--- src/rtl/icache_filler_if.sv ---
// Handshake/bus bundle between the instruction-cache filler and its fetch unit, RAM arbiter and cache.
// master = filler side (drives RAM address and cache write), slave = environment side.
interface icache_filler_if #(
  parameter int BLOCK_BYTES = 16
);
  logic                     req_valid;
  logic [31:0]              req_addr;
  logic                     mem_gnt;
  logic                     flush;
  logic [7:0]               mem_din;
  logic                     mem_req;
  logic [31:0]              mem_a;
  logic                     mem_wr;
  logic                     busy;
  logic                     we;
  logic [31:0]              fill_addr;
  logic [8*BLOCK_BYTES-1:0] block;

  modport master (
    input  req_valid, req_addr, mem_gnt, flush, mem_din,
    output mem_req, mem_a, mem_wr, busy, we, fill_addr, block
  );

  modport slave (
    output req_valid, req_addr, mem_gnt, flush, mem_din,
    input  mem_req, mem_a, mem_wr, busy, we, fill_addr, block
  );
endinterface

--- src/rtl/icache_filler.sv ---
// Fills one cache block byte-by-byte from RAM; we pulses BLOCK_BYTES+2 cycles after accept; rdy_in=0 freezes all.
// Optional ICACHE_FILLER_ABORT_EN: flush during FETCH abandons the fill without a we pulse.
module icache_filler #(
  parameter int BLOCK_BYTES = 16
) (
  input  logic           clk_in,
  input  logic           rst_in,
  input  logic           rdy_in,
  icache_filler_if.master bus
);
  localparam int               OFF_W    = $clog2(BLOCK_BYTES);
  localparam int               CNT_W    = OFF_W + 1;
  localparam logic [31:0]      OFF_MASK = 32'(BLOCK_BYTES - 1);
  localparam logic [CNT_W-1:0] CNT_LAST = CNT_W'(BLOCK_BYTES);

  typedef enum logic [1:0] {IDLE, FETCH, COMMIT} state_e;

  state_e                   state_q, state_d;
  logic [CNT_W-1:0]         cnt_q, cnt_d;
  logic [31:0]              base_q, base_d;
  logic [31:0]              fill_addr_q, fill_addr_d;
  logic [8*BLOCK_BYTES-1:0] block_q, block_d;
  logic [CNT_W-1:0]         byte_sel;
  logic                     abort;
  logic                     mem_req;
  logic                     we;
  logic [31:0]              mem_a;

`ifdef ICACHE_FILLER_ABORT_EN
  assign abort = bus.flush;
`else
  assign abort = 1'b0;
`endif

  always_comb begin
    state_d     = state_q;
    cnt_d       = cnt_q;
    base_d      = base_q;
    fill_addr_d = fill_addr_q;
    block_d     = block_q;
    byte_sel    = cnt_q - CNT_W'(1);
    mem_req     = 1'b0;
    mem_a       = '0;
    we          = 1'b0;
    unique case (state_q)
      IDLE: begin
        if (rdy_in && bus.req_valid && bus.mem_gnt) begin
          base_d  = bus.req_addr & ~OFF_MASK;
          cnt_d   = '0;
          state_d = FETCH;
        end
      end
      FETCH: begin
        mem_req = 1'b1;
        // Past the last byte the address parks on the block's final byte.
        mem_a   = (cnt_q < CNT_LAST) ? base_q + 32'(cnt_q) : base_q + OFF_MASK;
        if (rdy_in) begin
          if (abort) begin
            state_d = IDLE;
            cnt_d   = '0;
          end else begin
            cnt_d = cnt_q + CNT_W'(1);
            // RAM data lags the address by one cycle, so it belongs to byte cnt-1.
            if (cnt_q != '0) begin
              block_d[{byte_sel[OFF_W-1:0], 3'b000} +: 8] = bus.mem_din;
            end
            if (cnt_q == CNT_LAST) begin
              state_d     = COMMIT;
              fill_addr_d = base_q;
              cnt_d       = '0;
            end
          end
        end
      end
      COMMIT: begin
        we = 1'b1;
        if (rdy_in) begin
          state_d = IDLE;
        end
      end
      default: state_d = IDLE;
    endcase
  end

  always_ff @(posedge clk_in) begin
    if (rst_in) begin
      state_q     <= IDLE;
      cnt_q       <= '0;
      base_q      <= '0;
      fill_addr_q <= '0;
      block_q     <= '0;
    end else begin
      state_q     <= state_d;
      cnt_q       <= cnt_d;
      base_q      <= base_d;
      fill_addr_q <= fill_addr_d;
      block_q     <= block_d;
    end
  end

  assign bus.mem_req   = mem_req;
  assign bus.mem_a     = mem_a;
  assign bus.mem_wr    = 1'b0;
  assign bus.busy      = (state_q != IDLE);
  assign bus.we        = we;
  assign bus.fill_addr = fill_addr_q;
  assign bus.block     = block_q;
endmodule

--- src/flat_wrapper.sv ---
// flat-port wrapper written by rule: the top's interface ports become plain ports
module icache_filler_flat 
#(
  parameter int BLOCK_BYTES = 16
)
  (clk_in, rst_in, rdy_in, bus_req_valid, bus_req_addr, bus_mem_gnt, bus_flush, bus_mem_din, bus_mem_req, bus_mem_a, bus_mem_wr, bus_busy, bus_we, bus_fill_addr, bus_block);
  icache_filler_if #(.BLOCK_BYTES(BLOCK_BYTES)) bus_i ();
  input  logic clk_in;
  input  logic rst_in;
  input  logic rdy_in;
  input wire logic [$bits(bus_i.req_valid)-1:0] bus_req_valid;
  input wire logic [$bits(bus_i.req_addr)-1:0] bus_req_addr;
  input wire logic [$bits(bus_i.mem_gnt)-1:0] bus_mem_gnt;
  input wire logic [$bits(bus_i.flush)-1:0] bus_flush;
  input wire logic [$bits(bus_i.mem_din)-1:0] bus_mem_din;
  output wire logic [$bits(bus_i.mem_req)-1:0] bus_mem_req;
  output wire logic [$bits(bus_i.mem_a)-1:0] bus_mem_a;
  output wire logic [$bits(bus_i.mem_wr)-1:0] bus_mem_wr;
  output wire logic [$bits(bus_i.busy)-1:0] bus_busy;
  output wire logic [$bits(bus_i.we)-1:0] bus_we;
  output wire logic [$bits(bus_i.fill_addr)-1:0] bus_fill_addr;
  output wire logic [$bits(bus_i.block)-1:0] bus_block;
  assign bus_i.req_valid = bus_req_valid;
  assign bus_i.req_addr = bus_req_addr;
  assign bus_i.mem_gnt = bus_mem_gnt;
  assign bus_i.flush = bus_flush;
  assign bus_i.mem_din = bus_mem_din;
  assign bus_mem_req = bus_i.mem_req;
  assign bus_mem_a = bus_i.mem_a;
  assign bus_mem_wr = bus_i.mem_wr;
  assign bus_busy = bus_i.busy;
  assign bus_we = bus_i.we;
  assign bus_fill_addr = bus_i.fill_addr;
  assign bus_block = bus_i.block;
  icache_filler #(.BLOCK_BYTES(BLOCK_BYTES)) u_core (.clk_in(clk_in), .rst_in(rst_in), .rdy_in(rdy_in), .bus(bus_i));
endmodule
--- config.mk ---
export PLATFORM = sky130hd
export DESIGN_NAME = icache_filler_flat
export DESIGN_NICKNAME = d
export VERILOG_FILES = /design/src/rtl/icache_filler_if.sv /design/src/rtl/icache_filler.sv /design/src/flat_wrapper.sv
export SDC_FILE = /design/constraint.sdc
export NUM_CORES = 1
export LEC_CHECK = 0
export CAP_MARGIN = 20
export CORE_ASPECT_RATIO = 2
export CORE_MARGIN = 5
export CORE_UTILIZATION = 63
export CTS_CLUSTER_DIAMETER = 80
export CTS_CLUSTER_SIZE = 12
export DETAILED_ROUTE_END_ITERATION = 16
export DONT_BUFFER_PORTS = 1
export PLACE_DENSITY = 0.88
export SLEW_MARGIN = 10
export SYNTH_ARGS = -nofsm -noshare
export SYNTH_HDL_FRONTEND = slang
export SYNTH_SLANG_ARGS = --single-unit
--- constraint.sdc ---
create_clock -name clk_in -period 3.8 [get_ports clk_in]
set_input_delay 0.76 -clock clk_in [delete_from_list [all_inputs] [get_ports clk_in]]
set_output_delay 0.76 -clock clk_in [all_outputs]
set_load 0.01 [all_outputs]
; ---- Yosys cells after proc, flatten, opt, wreduce, memory -nomap -nowiden
; Index checks and enable logic that the tools add are counted.
[word_totals]
register_bits = 191
input_bits = 46
out_inout_bits = 196
elab_cells = 45
[op_classes]
n_addsub = 5
n_lt_le_gt_ge = 1
eq_ne = 7
n_shift = 2
muxes = 14
n_reduce_logical = 11
[op_table]
columns = op, n
row1 = bitwise mux 128 bit, 1
row2 = "variable shift 8 x 9 -> 128 bit, first input constant", 1
row3 = indexed part select 8 x 9 -> 128 bit, 1
row4 = two-way mux 32 bit, 2
row5 = "adder 32 x 4 -> 32 bit, second input constant", 1
row6 = adder 32 x 5 -> 32 bit, 1
row7 = two-way mux 5 bit, 3
row8 = case mux 5 bit (2 select lines), 1
row9 = negator 7 -> 9 bit, 1
row10 = AND reduction 3 bit, 3
row11 = two-way mux 2 bit, 4
row12 = case mux 2 bit (3 select lines), 1
row13 = "adder 5 x 1 -> 5 bit, second input constant", 1
row14 = "equality test 5 bit, second input constant", 1
row15 = "less-than comparator 5 bit, second input constant", 1
row16 = nonzero test 5 bit, 1
row17 = "!= test 2 x 1 -> 1 bit, second input constant", 2
row18 = "!= test 2 bit, second input constant", 2
row19 = AND reduction 4 bit, 1
row20 = nonzero test 2 bit, 2
row21 = "subtractor 4 x 1 -> 4 bit, second input constant", 1
row22 = "equality test 2 x 1 -> 1 bit, second input constant", 1
row23 = "equality test 2 bit, second input constant", 1
row24 = logical AND 1 bit, 2
row25 = other kinds (3), 4

; ---- Depth between registers and ports, before layout
; Gate-level depths: netlist of the first run.
[logic_depth]
ltp_word = 4
ltp_mapped = 10
ltp_nobuf = 7

; ---- Least setup slack after synthesis of the first run
; Ideal clock, no wire load.
[synth_path]
kind = register -> output
from = register u_core.cnt_q[4]
to = output port bus_mem_a[28]
t_arrival_ns = 2.195
required_ns = 3.040
slack_ns = 0.845
stages_incl_launch_ff = 9
n_path_buf = 1
path_cell_list = dfxtp_1 buf_2 and2_1 ha_1 nand4b_1 nor4_2 nand4_1 or3_1 a21oi_1
[synth_via]
elab_chain_cells = 3
elab_cells_between_ends = 4
classes_between = 1 x add/sub / 1 x order compare / 2 x mux
[synth_lines]
columns = item, line
row1 = start: declaration, icache_filler.sv:19  ; logic [CNT_W-1:0] cnt_q, cnt_d;
row2 = start signal: assignment, icache_filler.sv:94  ; cnt_q <= cnt_d;
row3 = adder 32 x 5 -> 32 bit or less-than comparator 5 bit (tied branches), icache_filler.sv:56  ; mem_a = (cnt_q < CNT_LAST) ? base_q + 32'(cnt_q) : base_q + OFF_MASK;
row4 = two-way mux 32 bit (*), icache_filler.sv:56
row5 = two-way mux 32 bit (*), icache_filler.sv:45  ; unique case (state_q)
row6 = end: declaration, flat_wrapper.sv:17  ; output wire logic [$bits(bus_i.mem_a)-1:0] bus_mem_a;
; Every way passes the cells marked *; elsewhere a longest branch is shown, timed or not.

; ---- Final worst setup path of the first run
[layout_path]
from = register u_core.base_q[4]
to = output port bus_mem_a[30]
[layout_via]
elab_chain_cells = 3
elab_cells_between_ends = 4
classes_between = 2 x add/sub / 2 x mux
[layout_lines]
columns = item, line
row1 = start: declaration, icache_filler.sv:20  ; logic [31:0] base_q, base_d;
row2 = start signal: assignment, icache_filler.sv:95  ; base_q <= base_d;
row3 = adder 32 x 4 -> 32 bit or adder 32 x 5 -> 32 bit (tied branches), icache_filler.sv:56
row4 = two-way mux 32 bit (*), icache_filler.sv:56
row5 = two-way mux 32 bit (*), icache_filler.sv:45
; Marks and branches as above.

==> results of run 1 <==
[cells by family (layout without fill, tap and decap cells)]
kind of cell,after synthesis,after routing,synth area share
buffers and inverters,67,47,0.0379
XOR/XNOR,21,21,0.0272
flip-flops,191,191,0.472
adder cells (fa/ha/maj),4,4,0.00618
AND/OR/NAND/NOR,410,410,0.256
multiplexers,99,99,0.122
other,1,5,0.000463
AO/OA/AOI/OAI,108,108,0.0770
[state kept, by name (all words and copies together) (netlist names)]
name and count:
u_core.state_q 2, u_core.bus.block 128, u_core.cnt_q 5, u_core.bus.fill_addr 28, u_core.base_q 28
[area by class of cell]
class | count | area (um2)
clock buffer | 18 | 429
clock inverter | 14 | 144
fill | 952 | 3960
inverter | 5 | 18.8
multi-input combinational | 647 | 3990
sequential | 191 | 3820
tap | 150 | 188
timing repair buffer | 10 | 75.1
[cell usage after synthesis, types with 2 or more instances]
cell type | count | area, um2
a21oi_1 | 81 | 405
a31oi_1 | 2 | 12.5
and2_1 | 29 | 181
and3_1 | 2 | 12.5
buf_2 | 11 | 55.1
buf_4 | 11 | 82.6
clkbuf_1 | 39 | 146
dfxtp_1 | 191 | 3820
ha_1 | 4 | 50.1
inv_1 | 5 | 18.8
mux2i_1 | 99 | 991
nand2_1 | 147 | 552
nand2b_1 | 70 | 438
nand3_1 | 22 | 110
nand3b_1 | 11 | 82.6
nand4_1 | 7 | 43.8
nand4_2 | 2 | 25.0
nand4b_1 | 2 | 17.5
nor2_1 | 76 | 285
nor2b_1 | 3 | 18.8
nor3_1 | 4 | 20.0
nor3b_1 | 2 | 15.0
nor4_2 | 4 | 50.1
o21ai_0 | 13 | 65.1
o21ai_2 | 2 | 17.5
or2_2 | 5 | 31.3
or3_1 | 12 | 75.1
xnor2_1 | 10 | 87.6
xor2_1 | 8 | 70.1
[worst max-delay path, cell delays in order (launching register included)]
cell	delay (ps)
dfxtp_1	370
and2_1	150
ha_1	150
nand4b_1	230
nor4_2	330
buf_4	190
nand4_1	200
or3_1	360
a21oi_1	300
[layer usage]
layer  routed length [um]  share of wire  GRT usage
met4                  697          0.033      0.113
met2                11500           0.55      0.493
met5                    0              0          0
met3                 1730          0.082     0.0893
met1                 7180           0.34      0.273
[metrics by stage]
| step | util | setup slack (ps) | hold slack [ps] | power, mW | cell area (um2) |
|---|---|---|---|---|---|
| after global routing | 0.686 | 106 | 403 | 4.03 | 8670 |
| after detailed placement | 0.641 | 686 | 459 | 2.23 | 8100 |
| final | 0.686 | 334 | 429 | 3.90 | 8670 |
| after floorplan | - | 845 | 445 | 2.22 | 8110 |
| after global placement | 0.641 | 801 | 454 | 2.23 | 8100 |
| after CTS | 0.686 | 318 | 401 | 3.92 | 8670 |
[where the power goes]
group          switching (mW)  internal [mW]  total [mW]
clock network           0.844          0.876        1.72
logic                   0.102         0.0568       0.159
registers              0.0138           2.01        2.03
total                   0.960           2.94        3.90
[worst max-delay path by stage]
stage,from,to,cells after the start
final,u_core.base_q[4],bus_mem_a[30],8
after global placement,u_core.cnt_q[1],u_core.bus.block[58],7
after detailed placement,u_core.cnt_q[1],u_core.bus.block[58],7
after global routing,u_core.base_q[4],bus_mem_a[30],8
after floorplan,u_core.cnt_q[4],bus_mem_a[28],8
after CTS,u_core.base_q[4],bus_mem_a[30],8
==> flow_summary.ini, run 1 <==
[yosys]
synth_area_um2 = 8090
synth_edf_count = 0
ys_ff_latch = 191
async_reset_ff_frac = 0
postSynthAreaPerCell_um2 = 8.98
ys_seq_area_frac = 0.472
syn_inst = 901
yosys_most_used_dff = dfxtp_1
ys_types = 56
synth_warnings = 0

[floorplan]
rows = 58
boundaryPins = 242
fp.dieH_um = 170
start_util = 0.641
dieArea_um2 = 15400
fp.coreArea_um2 = 12600
die_x_um = 90.2

[clocking]
cts_max_level = 4
clockBufferDepth = 2
clock_latency_ps = 420
cts_buffers = 17
cts_hold_buffers = 0
cts.sinks = 191
root_buffer = clkbuf_16
cts_resized = 0
clkTransAtPathRegs_ps = 80
postCtsSetupRepairBufs = 0
cts_tree = done

[sta]
max_clock_freq_ghz = 0.288
worst_pin_slew_ps = 1010
skew_ps = 11.9
setup_viol = 0
finalMaxSlewViolations = 0
hold_viol_final = 0
fin_crit_sh = 0.912
slew_headroom = 0.328
min_period_ps = 3470
rsz0062_at_grt = false
fin_setup_tns_ps = 0

[power]
p_leak_nw = 3.48
powerDensity_nw_per_um2 = 450
ir_drop_mv = 0.405

[cells_and_area]
layout_commonest_cell = dfxtp_1
area_delta_synth_final_pct = 7.10
final_layout_size_suffix_gt1_frac = 0.0768
n_antenna_cell = 0
nets = 922
fin_cells = 1035
layout_common_cells = 191 x dfxtp_1, 147 x nand2_1, 99 x mux2i_1

[grt]
global_route.usage.total = 0.268
grt_pass1_vias = 6165
antenna_found_initial = 0
overflow = 0
grt_pass1_wl_um = 33200
grt_start_max_net_pins = 197

[drt]
ant_nets = 0
wl_per_cell_um = 20.4
route.vias.total = 6120
drc = 0
drt_first_pass_iters = 6
via_per_inst = 5.91
drt_iter0_drc = 319
drt-total-wl_um = 21200

[setup_path]
crit_type = reg2out
r2r_end = u_core.bus.block[56]
critical_path.max_fanout = 5
critical_path_required_ps = 3040
cp.arrival_ps = 2710
r2r_slack_ps = 680
rr_worst_depth = 7
r2r_start = u_core.cnt_q[1]
startpoint_type = flop
cp-end-kind = output pin

[placement]
gp_congestion = 0.778
portBuffers = 0
dp_hpwl_um = 15200
placed_cells = 1003

[min_path]
whs_path_depth = 1
hold_path_class = in2reg
hp-start = rst_in
hold_end = u_core.bus.block[25]

[job]
maxCapViolations = 0

[outcome]
outcome = finished, final reports clean
Power figures use the tool's default switching activity.
==> run 2, diff against run 1 <==
==> constraint.sdc (replaced) <==
create_clock -name clk_in -period 3.3 [get_ports clk_in]
set_input_delay 0.66 -clock clk_in [delete_from_list [all_inputs] [get_ports clk_in]]
set_output_delay 0.66 -clock clk_in [all_outputs]
set_load 0.01 [all_outputs]
==> flow_summary.ini, run 2 (same netlist as run 1, synthesis figures left out) <==
[sta]
setup_viol = 0
slew_headroom = 0.320
finalMaxSlewViolations = 0
max_clock_freq_ghz = 0.312
rsz0062_at_grt = true
fin_crit_sh = 0.971
skew_ps = 11.2
setup_slack_ps = 96.5
worst_pin_slew_ps = 1020
min_period_ps = 3200
hold_viol_final = 0

[grt]
overflow = 0
antenna_found_initial = 0
grt_pass1_wl_um = 33900
grt_start_max_net_pins = 197
global_route.usage.total = 0.275
grt_pass1_vias = 6159

[setup_path]
cp-end-kind = output pin
critical_path.max_fanout = 5
startpoint_type = flop
cp.arrival_ps = 2540
critical_path_required_ps = 2640
crit_type = reg2out
rr_worst_depth = 7

[clocking]
cts.sinks = 191
clkTransAtPathRegs_ps = 80
clockBufferDepth = 2
cts_hold_buffers = 0
cts_buffers = 17
root_buffer = clkbuf_16
clock_latency_ps = 430
cts_tree = done
cts_max_level = 4

[min_path]
whs_path_depth = 1
hold_path_class = in2reg

[drt]
routed.top_layer = met4
via_per_inst = 5.92
drc = 0
wl_met3_um = 1920
drt_iter0_drc = 340
wl_per_cell_um = 20.8
drt-total-wl_um = 21700
route.vias.total = 6195
drt_first_pass_iters = 5
dr_wl_met2_um = 12000
ant_nets = 0
drt-met1-wl_um = 7210

[floorplan]
fp.dieH_um = 170
start_util = 0.641
rows = 58
die_x_um = 90.2
dieArea_um2 = 15400
boundaryPins = 242
fp.coreArea_um2 = 12600

[power]
powerDensity_nw_per_um2 = 514
p_leak_nw = 3.55
ir_drop_mv = 0.428
total_power_mw = 4.51

[cells_and_area]
area_delta_synth_final_pct = 8.59
n_antenna_cell = 0
layout_common_cells = 189 x dfxtp_1, 147 x nand2_1, 99 x mux2i_1
nets = 933
fillerInstances = 993
layout_commonest_cell = dfxtp_1
fin_area_um2 = 8790
largest_reg_flops = 128
final_layout_size_suffix_gt1_frac = 0.0960

[placement]
dp_hpwl_um = 15500
portBuffers = 0
dpl_cell_area_um2 = 8150
place_ws_ps = 268
gp_congestion = 0.799

[outcome]
outcome = finished, final reports clean

[job]
maxCapViolations = 0
-- run 2: changes by cell type in the layout (fill, tap and decap cells not counted), sizes merged --
cell    before  now
clkinv       8    6
buf         10   21
inv         11   13
-- run 2: power breakdown --
group          switching (mW)  internal (mW)
Sequential             0.0163           2.32
Clock                   0.982           1.01
Combinational           0.121         0.0689
-- run 2: critical path, cell delays in order, from the launching register on --
cell and delay [ps]:
dfxtp_2 350, and2_4 150, ha_4 120, nand4b_1 190
nor4_4 360, nand4_1 260, or3_4 430, a21oi_2 120
buf_4 130
-- run 2: metal layers --
metal,track usage,vias to the layer above
met3,0.0973,36
met4,0.113,0
li1,-,2964
met5,0,-
met1,0.275,2947
met2,0.509,248
-- run 2: timing repair --
action | CTS | global route
gates resized for setup | 1 | 8
pin swaps | 1 | 7
endpoints found under the setup margin | 2 | 2
buffers inserted | 0 | 3
-- run 2: final timing paths --
path                          from              endpoint  slack, ps
setup / recovery  u_core.base_q[4]         bus_mem_a[28]        100
hold / removal              rst_in  u_core.bus.block[40]        310
setup reg to reg   u_core.cnt_q[1]  u_core.bus.block[22]        480
hold reg to reg   u_core.base_q[4]      u_core.base_q[4]        480
-- run 2: layout make-up --
class                   count  area [um2]  share of cell area
clock inverters            14         144              0.0164
inverters                   5        18.8             0.00214
clock buffers              18         429              0.0488
multi-input cells         647        4030               0.458
flip-flops and latches    191        3830               0.435
repair buffers             21         158              0.0179
well taps                 150         188              0.0214
-- run 2: metrics by stage --
| stage | cells | hold slack, ps | util | TNS, ps |
|---|---|---|---|---|
| finish | 1046 | 312 | 0.696 | 0 |
| global route | 1046 | 289 | 0.696 | -27.1 |
| CTS | 1042 | 292 | 0.691 | 0 |
| detailed placement | 1010 | 467 | 0.645 | 0 |
| global placement | 1010 | 455 | 0.645 | 0 |
| floorplan | 905 | 445 | - | 0 |
==> run 3, diff against run 2 <==
--- a/config.mk
+++ b/config.mk
@@ -13,7 +13,9 @@
 export CTS_CLUSTER_SIZE = 12
 export DETAILED_ROUTE_END_ITERATION = 16
 export DONT_BUFFER_PORTS = 1
+export HOLD_SLACK_MARGIN = 0.05
 export PLACE_DENSITY = 0.88
+export REMOVE_ABC_BUFFERS = 1
 export SLEW_MARGIN = 10
 export SYNTH_ARGS = -nofsm -noshare
 export SYNTH_HDL_FRONTEND = slang
==> constraint.sdc (replaced) <==
create_clock -name clk_in -period 3.41 [get_ports clk_in]
set_input_delay 0.682 -clock clk_in [delete_from_list [all_inputs] [get_ports clk_in]]
set_output_delay 0.682 -clock clk_in [all_outputs]
set_load 0.01 [all_outputs]
==> flow_summary.ini, run 3 (same netlist as run 1, synthesis figures left out) <==
[cells_and_area]
area_delta_synth_final_pct = 8.10
fin_area_um2 = 8750
final_layout_size_suffix_gt1_frac = 0.0864
layout_common_cells = 191 x dfxtp_1, 147 x nand2_1, 99 x mux2i_1
largest_reg_flops = 128
fin_cells = 1041
n_antenna_cell = 0
fin_util = 0.693
layout_commonest_cell = dfxtp_1
nets = 928

[power]
powerDensity_nw_per_um2 = 506
total_power_mw = 4.43
p_leak_nw = 3.53
ir_drop_mv = 0.537

[clocking]
cts_hold_buffers = 0
clock_latency_ps = 420
cts_max_level = 4
cts.sinks = 191
cts_buffers = 17
clkTransAtPathRegs_ps = 80
clockBufferDepth = 2
root_buffer = clkbuf_16
cts_tree = done

[sta]
hold_ws_ps = 316
setup_slack_ps = 267
skew_ps = 10.4
rsz0062_at_grt = false
worst_pin_slew_ps = 1060
fin_setup_tns_ps = 0
hold_viol_final = 0
finalMaxSlewViolations = 0
min_period_ps = 3140
max_clock_freq_ghz = 0.318
setup_viol = 0
slew_headroom = 0.293
fin_crit_sh = 0.922

[drt]
wl_per_cell_um = 20.5
route.vias.total = 6194
ant_nets = 0
drt-total-wl_um = 21300
via_per_inst = 5.95
drt_iter0_drc = 318
drc = 0
drt_first_pass_iters = 5

[placement]
place_ws_ps = 468
gp_congestion = 0.789
placed_cells = 1007
dp_hpwl_um = 14900
dpl_cell_area_um2 = 8130
portBuffers = 0

[floorplan]
fp.coreArea_um2 = 12600
die_x_um = 90.2
start_util = 0.641
rows = 58
fp.dieH_um = 170
dieArea_um2 = 15400
boundaryPins = 242

[grt]
antenna_found_initial = 0
grt_pass1_vias = 6336
overflow = 0
grtUsageMet2 = 0.482
grt_busiest_layer = met2
grt_pass1_wl_um = 33500
grtUsageMet3 = 0.0862
global_route.usage.total = 0.269
grt_use_met1 = 0.274
grt_start_max_net_pins = 197

[setup_path]
cp_slowest_stage_delay_ps = 370
path_cells = and2_1 -> ha_1 -> nand4b_1 -> buf_4 -> nor3_1 -> and3_1 -> xnor2_1 -> nor2_1
startpoint_type = flop
crit_end = bus_mem_a[16]
cp.arrival_ps = 2460
critical_path_required_ps = 2730
r2r_end = u_core.bus.block[56]
cp-startpoint = u_core.base_q[4]
r2r_slack_ps = 480
r2r_start = u_core.cnt_q[1]
cp-end-kind = output pin
critPathSlowestCell = dfxtp_1
rr_worst_depth = 7
crit_type = reg2out
critical_path.max_fanout = 4

[outcome]
outcome = finished, final reports clean

[min_path]
hp-start = rst_in
hold_path_class = in2reg

[job]
maxCapViolations = 0
## run 3: cell types whose count changed in the layout (fill, tap and decap cells not counted), sizes merged
cell	change
bufinv	+1
clkinv	+1
buf	-5
clkinvlp	+1
inv	-3
## run 3: where the power goes
part	internal, mW	total, mW	switching, mW
Combinational	0.0673	0.182	0.115
Clock	1.06	1.99	0.930
Sequential	2.24	2.26	0.0159
Total	3.37	4.43	1.06
## run 3: layer usage
| layer | share of wire | up-vias |
|---|---|---|
| li1 | - | 2949 |
| met1 | 0.34 | 2911 |
| met2 | 0.52 | 270 |
| met3 | 0.092 | 64 |
| met4 | 0.050 | 0 |
| met5 | 0 | - |
## run 3: worst min path at each step
stage	to	slack [ps]	cells past startpoint
6_report	u_core.bus.fill_addr[22]	320	1
5_1_grt	u_core.bus.fill_addr[22]	320	1
4_1_cts	u_core.bus.fill_addr[22]	320	1
3_5_place_dp	u_core.base_q[21]	470	2
3_3_place_gp	u_core.base_q[30]	470	2
2_1_floorplan	u_core.base_q[31]	440	2
## run 3: layout make-up
cell class	instances	area [um2]
timing repair buffer	16	120
inverter	5	18.8
sequential	191	3820
fill	978	3880
tap	150	188
clock buffer	18	439
clock inverter	14	154
multi-input combinational	647	4010
## run 3: timing repair
action,CTS,global route
setup buffers,0,1
pin swaps,0,1
gates resized for setup,1,2
setup endpoints to repair,2,2
## run 3: critical path: cells and delay by family, from the launching register on
kind                       cells  cell delay [ps]
and+or+nand+nor                5             1220
DFF                            1              370
buffers and inverters          1              230
adders and majority gates      1              150
xor gates and xnor gates       1               70
